### config.mk
export PLATFORM = sky130hd
export DESIGN_NAME = q_fetch_unit
export DESIGN_NICKNAME = d
export VERILOG_FILES = /design/src/rtl/q_pkg.sv /design/src/rtl/q_lfsr16.sv /design/src/rtl/q_fetch_unit.sv
export SDC_FILE = /design/constraint.sdc
export NUM_CORES = 1
export LEC_CHECK = 0
export BUFFER_PORTS_ARGS = -buffer_cell sky130_fd_sc_hd__clkbuf_2
export CORE_ASPECT_RATIO = 1.25
export CORE_MARGIN = 10
export CORE_UTILIZATION = 48
export DETAILED_ROUTE_END_ITERATION = 12
export GPL_TIMING_DRIVEN = 0
export HOLD_SLACK_MARGIN = 0.08
export PLACE_DENSITY = 0.83
export SLEW_MARGIN = 25
export SYNTH_ARGS = -nofsm -noshare
export SYNTH_HDL_FRONTEND = slang
export SYNTH_SLANG_ARGS = --single-unit
### constraint.sdc
create_clock -name clk -period 2.5 [get_ports clk]
set_input_delay 0.375 -clock clk [delete_from_list [all_inputs] [get_ports clk]]
set_output_delay 0.375 -clock clk [all_outputs]
set_load 0.03 [all_outputs]
### src/rtl/q_pkg.sv
// Shared definitions for the Q-table fetch unit: FSM state encoding,
// Q-table address composition and exploration LFSR constants.
package q_pkg;

    localparam int Q_W_DEFAULT = 16;

    localparam logic [15:0] LFSR_SEED = 16'hACE1;
    localparam logic [15:0] LFSR_TAPS = 16'hB400;

    typedef enum logic [2:0] {
        ST_IDLE,
        ST_RD_OLD,
        ST_RD_ROW,
        ST_DRAIN,
        ST_DONE
    } qfetch_state_t;

    // Row-major Q-table layout: all actions of a state are contiguous.
    function automatic int unsigned q_addr(input int unsigned state,
                                           input int unsigned action,
                                           input int unsigned n_actions);
        return state * n_actions + action;
    endfunction

endpackage

### src/rtl/q_lfsr16.sv
// 16-bit Galois LFSR used as the exploration random source.
// The whole module only exists when QFETCH_EXPLORE_EN is defined, so the
// default build carries no LFSR at all.
`ifdef QFETCH_EXPLORE_EN
module q_lfsr16
    import q_pkg::*;
(
    input  logic        clk,
    input  logic        rst_n,
    input  logic        en,
    output logic [15:0] lfsr
);

    logic [15:0] r_lfsr;

    // Right-shifting Galois step; the bit shifted out selects the tap XOR.
    always_ff @(posedge clk or negedge rst_n) begin
        if (!rst_n) begin
            r_lfsr <= LFSR_SEED;
        end else if (en) begin
            r_lfsr <= {1'b0, r_lfsr[15:1]} ^ (r_lfsr[0] ? LFSR_TAPS : 16'h0000);
        end
    end

    assign lfsr = r_lfsr;

endmodule
`endif

### src/rtl/q_fetch_unit.sv
// Q-table read front end: fetches old_Q for (cur_state, cur_action), scans
// the next_state row for max_Q / greedy max_action, and hands the result to
// the Q-update stage over valid/ready.
// Optional epsilon-greedy exploration is compiled in with QFETCH_EXPLORE_EN.
//
//  state     | meaning
//  ----------+-----------------------------------------------------------
//  ST_IDLE   | req_ready=1, waiting for a request
//  ST_RD_OLD | read Q(cur_state, cur_action)
//  ST_RD_ROW | read Q(next_state, 0..N_ACTIONS-1), one per cycle
//  ST_DRAIN  | no read; capture the last row word
//  ST_DONE   | out_valid=1, hold results until out_ready
module q_fetch_unit
    import q_pkg::*;
#(
    parameter int N_STATES  = 16,
    parameter int N_ACTIONS = 4,
    parameter int Q_W       = Q_W_DEFAULT,
    parameter int A_W       = $clog2(N_STATES * N_ACTIONS)
) (
    input  logic                         clk,
    input  logic                         rst_n,
    input  logic                         req_valid,
    output logic                         req_ready,
    input  logic [$clog2(N_STATES)-1:0]  cur_state,
    input  logic [$clog2(N_ACTIONS)-1:0] cur_action,
    input  logic [$clog2(N_STATES)-1:0]  next_state,
    output logic                         mem_rd_en,
    output logic [A_W-1:0]               mem_addr,
    input  logic [Q_W-1:0]               mem_rdata,
    output logic                         out_valid,
    input  logic                         out_ready,
    output logic [Q_W-1:0]               old_Q,
    output logic [Q_W-1:0]               max_Q,
    output logic [$clog2(N_ACTIONS)-1:0] max_action
`ifdef QFETCH_EXPLORE_EN
    ,
    input  logic [7:0]                   epsilon,
    output logic                         explore
`endif
);

    localparam int S_W  = $clog2(N_STATES);
    localparam int AC_W = $clog2(N_ACTIONS);
    localparam logic [AC_W-1:0] LAST_ACT = AC_W'(N_ACTIONS - 1);

    qfetch_state_t   r_state, w_state_nxt;
    logic [S_W-1:0]  r_cur_state, r_next_state;
    logic [AC_W-1:0] r_cur_action;
    logic [AC_W-1:0] r_act;
    logic [A_W-1:0]  r_addr_last;
    logic [Q_W-1:0]  r_old_q, r_max_q;
    logic [AC_W-1:0] r_max_action;
    logic [A_W-1:0]  w_old_addr, w_row_addr;
    logic            w_row_gt;

    assign w_old_addr = A_W'(q_addr(32'(r_cur_state), 32'(r_cur_action), N_ACTIONS));
    assign w_row_addr = A_W'(q_addr(32'(r_next_state), 32'(r_act), N_ACTIONS));
    assign w_row_gt   = (mem_rdata > r_max_q);

`ifdef QFETCH_EXPLORE_EN
    logic [15:0]     w_lfsr;
    logic            w_explore_hit;
    logic [AC_W-1:0] w_rand_action;
    logic            r_explore;

    q_lfsr16 u_lfsr (
        .clk   (clk),
        .rst_n (rst_n),
        .en    (1'b1),
        .lfsr  (w_lfsr)
    );

    assign w_explore_hit = (w_lfsr[7:0] < epsilon);
    assign w_rand_action = w_lfsr[8 +: AC_W];
    assign explore       = r_explore;
`endif

    // FSM state register.
    always_ff @(posedge clk or negedge rst_n) begin
        if (!rst_n) r_state <= ST_IDLE;
        else        r_state <= w_state_nxt;
    end

    // Next-state decode and RAM read issue; the address holds when idle.
    always_comb begin
        w_state_nxt = r_state;
        mem_rd_en   = 1'b0;
        mem_addr    = r_addr_last;
        case (r_state)
            ST_IDLE:   if (req_valid) w_state_nxt = ST_RD_OLD;
            ST_RD_OLD: begin
                mem_rd_en   = 1'b1;
                mem_addr    = w_old_addr;
                w_state_nxt = ST_RD_ROW;
            end
            ST_RD_ROW: begin
                mem_rd_en = 1'b1;
                mem_addr  = w_row_addr;
                if (r_act == LAST_ACT) w_state_nxt = ST_DRAIN;
            end
            ST_DRAIN:  w_state_nxt = ST_DONE;
            ST_DONE:   if (out_ready) w_state_nxt = ST_IDLE;
            default:   w_state_nxt = ST_IDLE;
        endcase
    end

    assign req_ready = (r_state == ST_IDLE);
    assign out_valid = (r_state == ST_DONE);

    // Request latch, row action counter and last-issued address.
    always_ff @(posedge clk or negedge rst_n) begin
        if (!rst_n) begin
            r_cur_state  <= '0;
            r_cur_action <= '0;
            r_next_state <= '0;
            r_act        <= '0;
            r_addr_last  <= '0;
        end else begin
            if (req_valid && req_ready) begin
                r_cur_state  <= cur_state;
                r_cur_action <= cur_action;
                r_next_state <= next_state;
            end
            if (r_state == ST_RD_ROW) r_act <= r_act + AC_W'(1);
            else                      r_act <= '0;
            if (mem_rd_en) r_addr_last <= mem_addr;
        end
    end

    // Data capture: word returning in RD_ROW with r_act==0 is old_Q; later
    // returns are row words r_act-1, and the final row word lands in DRAIN.
    always_ff @(posedge clk or negedge rst_n) begin
        if (!rst_n) begin
            r_old_q      <= '0;
            r_max_q      <= '0;
            r_max_action <= '0;
`ifdef QFETCH_EXPLORE_EN
            r_explore    <= 1'b0;
`endif
        end else begin
            if (r_state == ST_RD_ROW) begin
                if (r_act == '0) begin
                    r_old_q <= mem_rdata;
                end else if (r_act == AC_W'(1)) begin
                    r_max_q      <= mem_rdata;
                    r_max_action <= '0;
                end else if (w_row_gt) begin
                    r_max_q      <= mem_rdata;
                    r_max_action <= r_act - AC_W'(1);
                end
            end else if (r_state == ST_DRAIN) begin
                if (w_row_gt) begin
                    r_max_q      <= mem_rdata;
                    r_max_action <= LAST_ACT;
                end
`ifdef QFETCH_EXPLORE_EN
                // Exploration only overrides the reported action; max_Q stays
                // the true row maximum for the off-policy update.
                r_explore <= w_explore_hit;
                if (w_explore_hit) r_max_action <= w_rand_action;
`endif
            end
        end
    end

    assign old_Q      = r_old_q;
    assign max_Q      = r_max_q;
    assign max_action = r_max_action;

endmodule

==> flow_summary_export.csv, run 1 <==
group,metric,value,unit
power_and_ir_drop,total_power,4.915,mW
clock_network,cts_made_buffers,5,
finish,fillCellCount,460,
power_and_ir_drop,pwr-share-comb,56.9,%
routing,vias,1909,
critical_path,critPathSlowestCell,"dfrtp_1",
timing,setup_viol,0,
yosys,ys_seq_area_share,51.09,%
floorplanning,ios,73,
yosys,synth_top_cell_by_area,"dfrtp_1",
run,max-cap-violations,0,
routing,wl_per_cell,15.71,um
clock_network,root_buffer,"clkbuf_8",
critical_path,setup.worst_path.class,"flip-flop to flip-flop",
power_and_ir_drop,seq_power_share,33.3,%
clock_network,cts_hold_buf,0,
routing,drc,0,
finish,multi_input_area,1204,um^2
yosys,synthFlopType,"dfrtp_1",
timing,hold_violations,0,
floorplanning,dieWidth,87.01,um
critical_path,cp-start-kind,"flip-flop",
power_and_ir_drop,p_clk_share,9.8,%
yosys,yosysTopAreaCellShare,51.09,%
clock_network,cts_tree,"yes",
placement,place_hpwl,4509,um
finish,seqCellArea,1376,um^2
yosys,ys_types,29,
floorplanning,core-area,5443,um^2
routing,drtIter0Drc,38,
yosys,synth_seq_cells,55,
run_status,outcome,"finished, final reports clean",
floorplanning,dieArea,9027,um^2
clock_network,clk_pin_slew,0.10,ns
floorplanning,die_h,103.8,um
yosys,ys_warn_count,0,
placement,gp_congestion,0.8147,
timing,skew,0.01324,ns
yosys,synth.area.top_cells,"dfrtp_1, mux2_2, ha_1, mux2_4, inv_1",
timing,max_slew_margin,51.22,%
global_routing,antenna_found_initial,0,
clock_network,clkLatencyLatePin,0.31,ns
power_and_ir_drop,p_sw,2.279,mW
clock_network,cts_buffer_depth,2,
placement,place_ws,-0.1940,ns
timing,worst_slack,0.1819,ns
critical_path,crit_end,"max_Q[1]",
power_and_ir_drop,peakVddDrop,898.0,uV
yosys,synth_edf_count,0,
timing,worstMarginPinSlew,0.7317,ns
yosys,synth_most_common_cell,"dfrtp_1",
hold_path,min_path_type,"input pin to async pin",
critical_path,crit_arrival,2.51,ns
global_routing,gr-usage-all-layers,12.93,%
finish,post-route-cell-area,3254,um^2
timing,fin_crit,2.318,ns
floorplanning,num_rows,30,
yosys,netlist_area,2694,um^2
finish,fin_util,59.79,%
global_routing,overflow,0,
critical_path,path_cells,"inv_1, ha_1, nand4_1, nor4_4, o21ai_1, a31oi_4, buf_4, mux2_2",
timing,tns,0,ns
global_routing,grt_start_max_net_pins,56,
finish,synthToLayoutAreaGrowth,20.81,%
routing,drt-pass1-iter-count,4,
timing,timing.fmax,0.4314,GHz
critical_path,cp.required,2.69,ns
critical_path,reg2reg_depth,8,
yosys,ys_async_sr_fraction,100.0,%
timing,rsz0062_at_grt,"false",
placement,post_dp_cell_area,3137,um^2
routing,final_antenna_net_count,0,
critical_path,rrSetupSlack,0.18,ns
floorplanning,start_util,49.49,%
yosys,synthCells,215,
power_and_ir_drop,p_per_area,1510,nW/um^2
critical_path,critPathMaxStageDelay,0.38,ns
power_and_ir_drop,intPower,2.636,mW
clock_network,cts.sinks,55,
power_and_ir_drop,leakagePower,1.623,nW
yosys,syn_avg_cell_area,12.53,um^2
clock_network,cts_htree_levels,2,
global_routing,grt_pass1_vias,2070,
placement,port_buffers,72,
global_routing,grt_pass1_wl,9639,um
finish,drive_gt1_share,44.78,%
yosys,ys_top_cells_by_count,"dfrtp_1, mux2_2, inv_1, ha_1, o21ai_0",
critical_path,path_max_fanout,4,
yosys,synth_nets,264,
routing,drt-total-wl,5671,um
critical_path,cp-startpoint,"max_Q[13]",
timing,finalCritPeriodShare,92.72,%
finish,nets,345,
timing,drv_slew,0,
critical_path,reg2reg_from,"max_Q[13]",
finish,num_antenna_cells,0,
routing,vias_per_cell,5.288,
critical_path,worstReg2RegEnd,"max_Q[1]",
power_and_ir_drop,switching_share,46.36,%
critical_path,endpoint_kind,"flip-flop",
[routing by layer]
layer  vias up  track usage [%]  share of wire [%]
met4         0            3.944                1.2
met3         6            5.643                9.6
li1        916                -                  -
met1       930            13.58                 38
met2        57            22.26                 51
met5         -                0                  0
[worst max-delay path, delay by kind of cell (launching register included)]
kind            cells  cell delay [ns]
fa+ha+maj           1             0.31
compound gates      2             0.42
buf+inv             2             0.23
simple gates        2             0.52
flops               1             0.38
mux                 1             0.33
[how the worst min path moves through the flow]
stage	to	cells past startpoint
after floorplan	max_Q[0]	0
after global placement	r_addr_last[3]	2
after detailed placement	r_addr_last[0]	2
after CTS	old_Q[6]	1
after global routing	max_Q[5]	1
final	old_Q[8]	1
[placed cells by master, fill, tap and decap left out, types with 2 or more instances in the layout]
master    count
and2_1        3
clkbuf_2     71
mux2i_1       2
nand4_1       3
clkbuf_8      5
inv_1        24
mux2_2       34
a221o_1       2
clkbuf_1      4
a22oi_1       6
a21oi_1       6
nor2b_1       2
nand2_1      11
buf_2         2
ha_1         19
nor3_1        6
mux2_4        9
dfrtp_1      55
o21ai_0      14
buf_4         2
[power groups by stage]
stage / Combinational [mW] / Sequential [mW] / Clock [mW]
finish: 2.80 / 1.64 / 0.482
global route: 3.07 / 1.70 / 0.526
CTS: 2.83 / 1.64 / 0.495
detailed placement: 2.80 / 1.66 / 0
global placement: 2.73 / 1.62 / 0
floorplan: 1.51 / 2.15 / 0
[cell families (layout without fill, tap and decap cells)]
group | count (synthesis) | in the layout | synth area share, %
AND/OR/NAND/NOR | 31 | 31 | 6.271
flip-flops | 55 | 55 | 51.09
AO/OA/AOI/OAI | 35 | 35 | 8.964
adder cells (fa/ha/maj) | 19 | 19 | 8.825
multiplexers | 45 | 45 | 19.97
buffers and inverters | 30 | 112 | 4.877
[area by class of cell]
| class | instances | area share [%] |
|---|---|---|
| Sequential cell | 55 | 42.29 |
| Multi-Input combinational cell | 130 | 36.99 |
| Timing Repair Buffer | 74 | 11.61 |
| Inverter | 24 | 2.768 |
| Tap cell | 64 | 2.461 |
| Clock buffer | 6 | 2.230 |
| Buffer | 6 | 1.269 |
| Clock inverter | 2 | 0.3845 |
[state kept, by name, indices dropped and copies added (netlist names)]
name and flops:
max_action 2, r_state 3, max_Q 16, r_addr_last 6, r_next_state 4, old_Q 16, r_cur_state 4, r_cur_action 2
r_act 2
[repair_timing]
action | 4_1_cts | 5_1_grt
pin swaps | 1 | 1
endpoints found under the setup margin | 14 | 23
cloned | 0 | 0
buffers inserted | 2 | 0
gates resized for setup | 1 | 3
[stage by stage]
stage / hold slack [ns] / std cells
after floorplan: 0.07941 / 215
after global placement: 0.4531 / 351
after detailed placement: 0.4626 / 351
after CTS: 0.1724 / 361
after global routing: 0.1995 / 361
final: 0.1485 / 361
(Power assumes the default switching activity.)
==> inputs of run 2 (changes only) <==
- CELL_PAD_IN_SITES_DETAIL_PLACEMENT: default -> 0
- CELL_PAD_IN_SITES_GLOBAL_PLACEMENT: default -> 1
- CORE_UTILIZATION: 48 -> 44
- PLACE_DENSITY: 0.83 -> 0.93
- clock period: 2.5 -> 2.8 ns (I/O delays scaled with it)
==> run 2 against run 1 <==
Against the previous run: sequential share of layout area decreased by 0.065 points; core utilization shrank 4.1 points; critical path depth unchanged; worst hold slack improved by 0.043 ns; clock-buffer cell count is 2 higher; register-to-register slack gained 0.11 ns; critical endpoint is now max_Q[12]; largest power group unchanged.
==> flow_summary_export.csv, run 2 (synthesis results as in run 1) <==
group,metric,value,unit
run_status,outcome,"finished, final reports clean",
critical_path,cp.required,3.00,ns
routing,vias_per_cell,4.971,
routing,final_antenna_net_count,0,
clock_network,root_buffer,"clkbuf_8",
clock_network,cts_htree_levels,2,
clock_network,clkLatencyLatePin,0.30,ns
timing,worstMarginPinSlew,0.7448,ns
finish,fin_util,55.65,%
clock_network,cts_buffer_depth,2,
critical_path,cp-start-kind,"flip-flop",
critical_path,crit_arrival,2.71,ns
routing,vias,1874,
timing,hold_violations,0,
timing,setup_viol,0,
power_and_ir_drop,leakagePower,1.614,nW
power_and_ir_drop,p_per_area,1339,nW/um^2
global_routing,grt_pass1_wl,9694,um
timing,worst_slack,0.2912,ns
placement,gp_congestion,0.7968,
critical_path,rrSetupSlack,0.29,ns
floorplanning,dieWidth,89.99,um
finish,nets,343,
global_routing,grt_pass1_vias,2015,
clock_network,cts_resized,0,
floorplanning,num_rows,31,
placement,port_buffers,72,
routing,drt-pass1-iter-count,4,
timing,tns,0,ns
timing,timing.fmax,0.3986,GHz
clock_network,clk_pin_slew,0.09,ns
placement,post_dp_cell_area,3159,um^2
timing,fin_crit,2.509,ns
timing,drv_slew,0,
finish,num_antenna_cells,0,
critical_path,endpoint_kind,"flip-flop",
timing,fin_hold_ws,0.1920,ns
global_routing,grt_start_max_net_pins,56,
clock_network,cts_tree,"yes",
global_routing,antenna_found_initial,0,
run,max-cap-violations,0,
floorplanning,dieArea,9672,um^2
placement,place_ws,0.1155,ns
routing,drt-total-wl,5554,um
floorplanning,start_util,45.99,%
floorplanning,die_h,107.5,um
critical_path,reg2reg_from,"max_Q[13]",
clock_network,cts_made_buffers,5,
clock_network,post_cts_buffers,0,
timing,skew,0.001950,ns
timing,rsz0062_at_grt,"false",
global_routing,gr-usage-all-layers,12.04,%
finish,fillCellCount,519,
finish,synthToLayoutAreaGrowth,20.99,%
critical_path,reg2reg_depth,8,
finish,drive_gt1_share,43.73,%
routing,drc,0,
critical_path,worstReg2RegEnd,"max_Q[12]",
clock_network,cts.sinks,55,
routing,wl_per_cell,14.73,um
power_and_ir_drop,peakVddDrop,724.6,uV
floorplanning,core-area,5857,um^2
critical_path,path_max_fanout,10,
hold_path,min_path_type,"input pin to async pin",
finish,final_cell_mix,"clkbuf_2, dfrtp_1, mux2_2, inv_1, ha_1",
floorplanning,ios,73,
routing,drtIter0Drc,95,
placement,place_hpwl,4410,um
critical_path,setup.worst_path.class,"flip-flop to flip-flop",
timing,finalCritPeriodShare,89.60,%
global_routing,overflow,0,
finish,post-route-cell-area,3259,um^2
finish,final_common_cell,"clkbuf_2",
clock_network,cts_hold_buf,0,
timing,max_slew_margin,50.35,%
## run 2: area by class of cell
type	instances	area (um^2)	area share, %
Inverter	24	90.09	2.764
Clock buffer	8	100.1	3.071
Sequential cell	55	1376	42.23
Timing Repair Buffer	72	362.8	11.13
Tap cell	82	102.6	3.148
Buffer	6	41.29	1.267
Multi-Input combinational cell	130	1186	36.39
## run 2: routing by layer
layer  vias to the layer above  wire [um]  part of all wire, %  global-route usage, %
li1                        910          -                    -                      -
met1                       906       2302                   41                  13.37
met2                        54       2706                   49                  20.22
met3                         4        508                  9.1                  5.722
met4                         0         37                 0.67                  3.417
met5                         -          0                    0                      0
## run 2: worst max-delay path by stage
stage / from / to / slack (ns) / cells after the start
global route: max_Q[13] / max_Q[14] / 0.05 / 8
finish: max_Q[13] / max_Q[12] / 0.29 / 8
global placement: mem_rdata[13] / max_Q[12] / 0.12 / 8
floorplan: max_Q[13] / max_Q[10] / 0.37 / 8
detailed placement: mem_rdata[13] / max_Q[11] / 0.12 / 8
CTS: max_Q[13] / max_Q[12] / 0.23 / 8
## run 2: through the flow
step	power (mW)	cells
finish	4.364	377
global route	4.731	377
CTS	4.442	377
detailed placement	3.965	369
global placement	3.903	369
floorplan	3.269	215
## run 2: critical path, cell delays in order (launching register included)
cell and delay [ns]:
dfrtp_1 0.38, inv_1 0.05, ha_1 0.30, nand4_1 0.16, nor4_1 0.38, o21ai_0 0.22
a31oi_4 0.40, buf_12 0.21, mux2_4 0.30
## run 2: where the power goes
group | leakage (nW) | total (mW) | switching, mW | internal, mW
logic | 0.906 | 2.44 | 1.48 | 0.964
clock network | 0.0515 | 0.471 | 0.245 | 0.226
registers | 0.657 | 1.45 | 0.258 | 1.19
total | 1.61 | 4.36 | 1.98 | 2.39
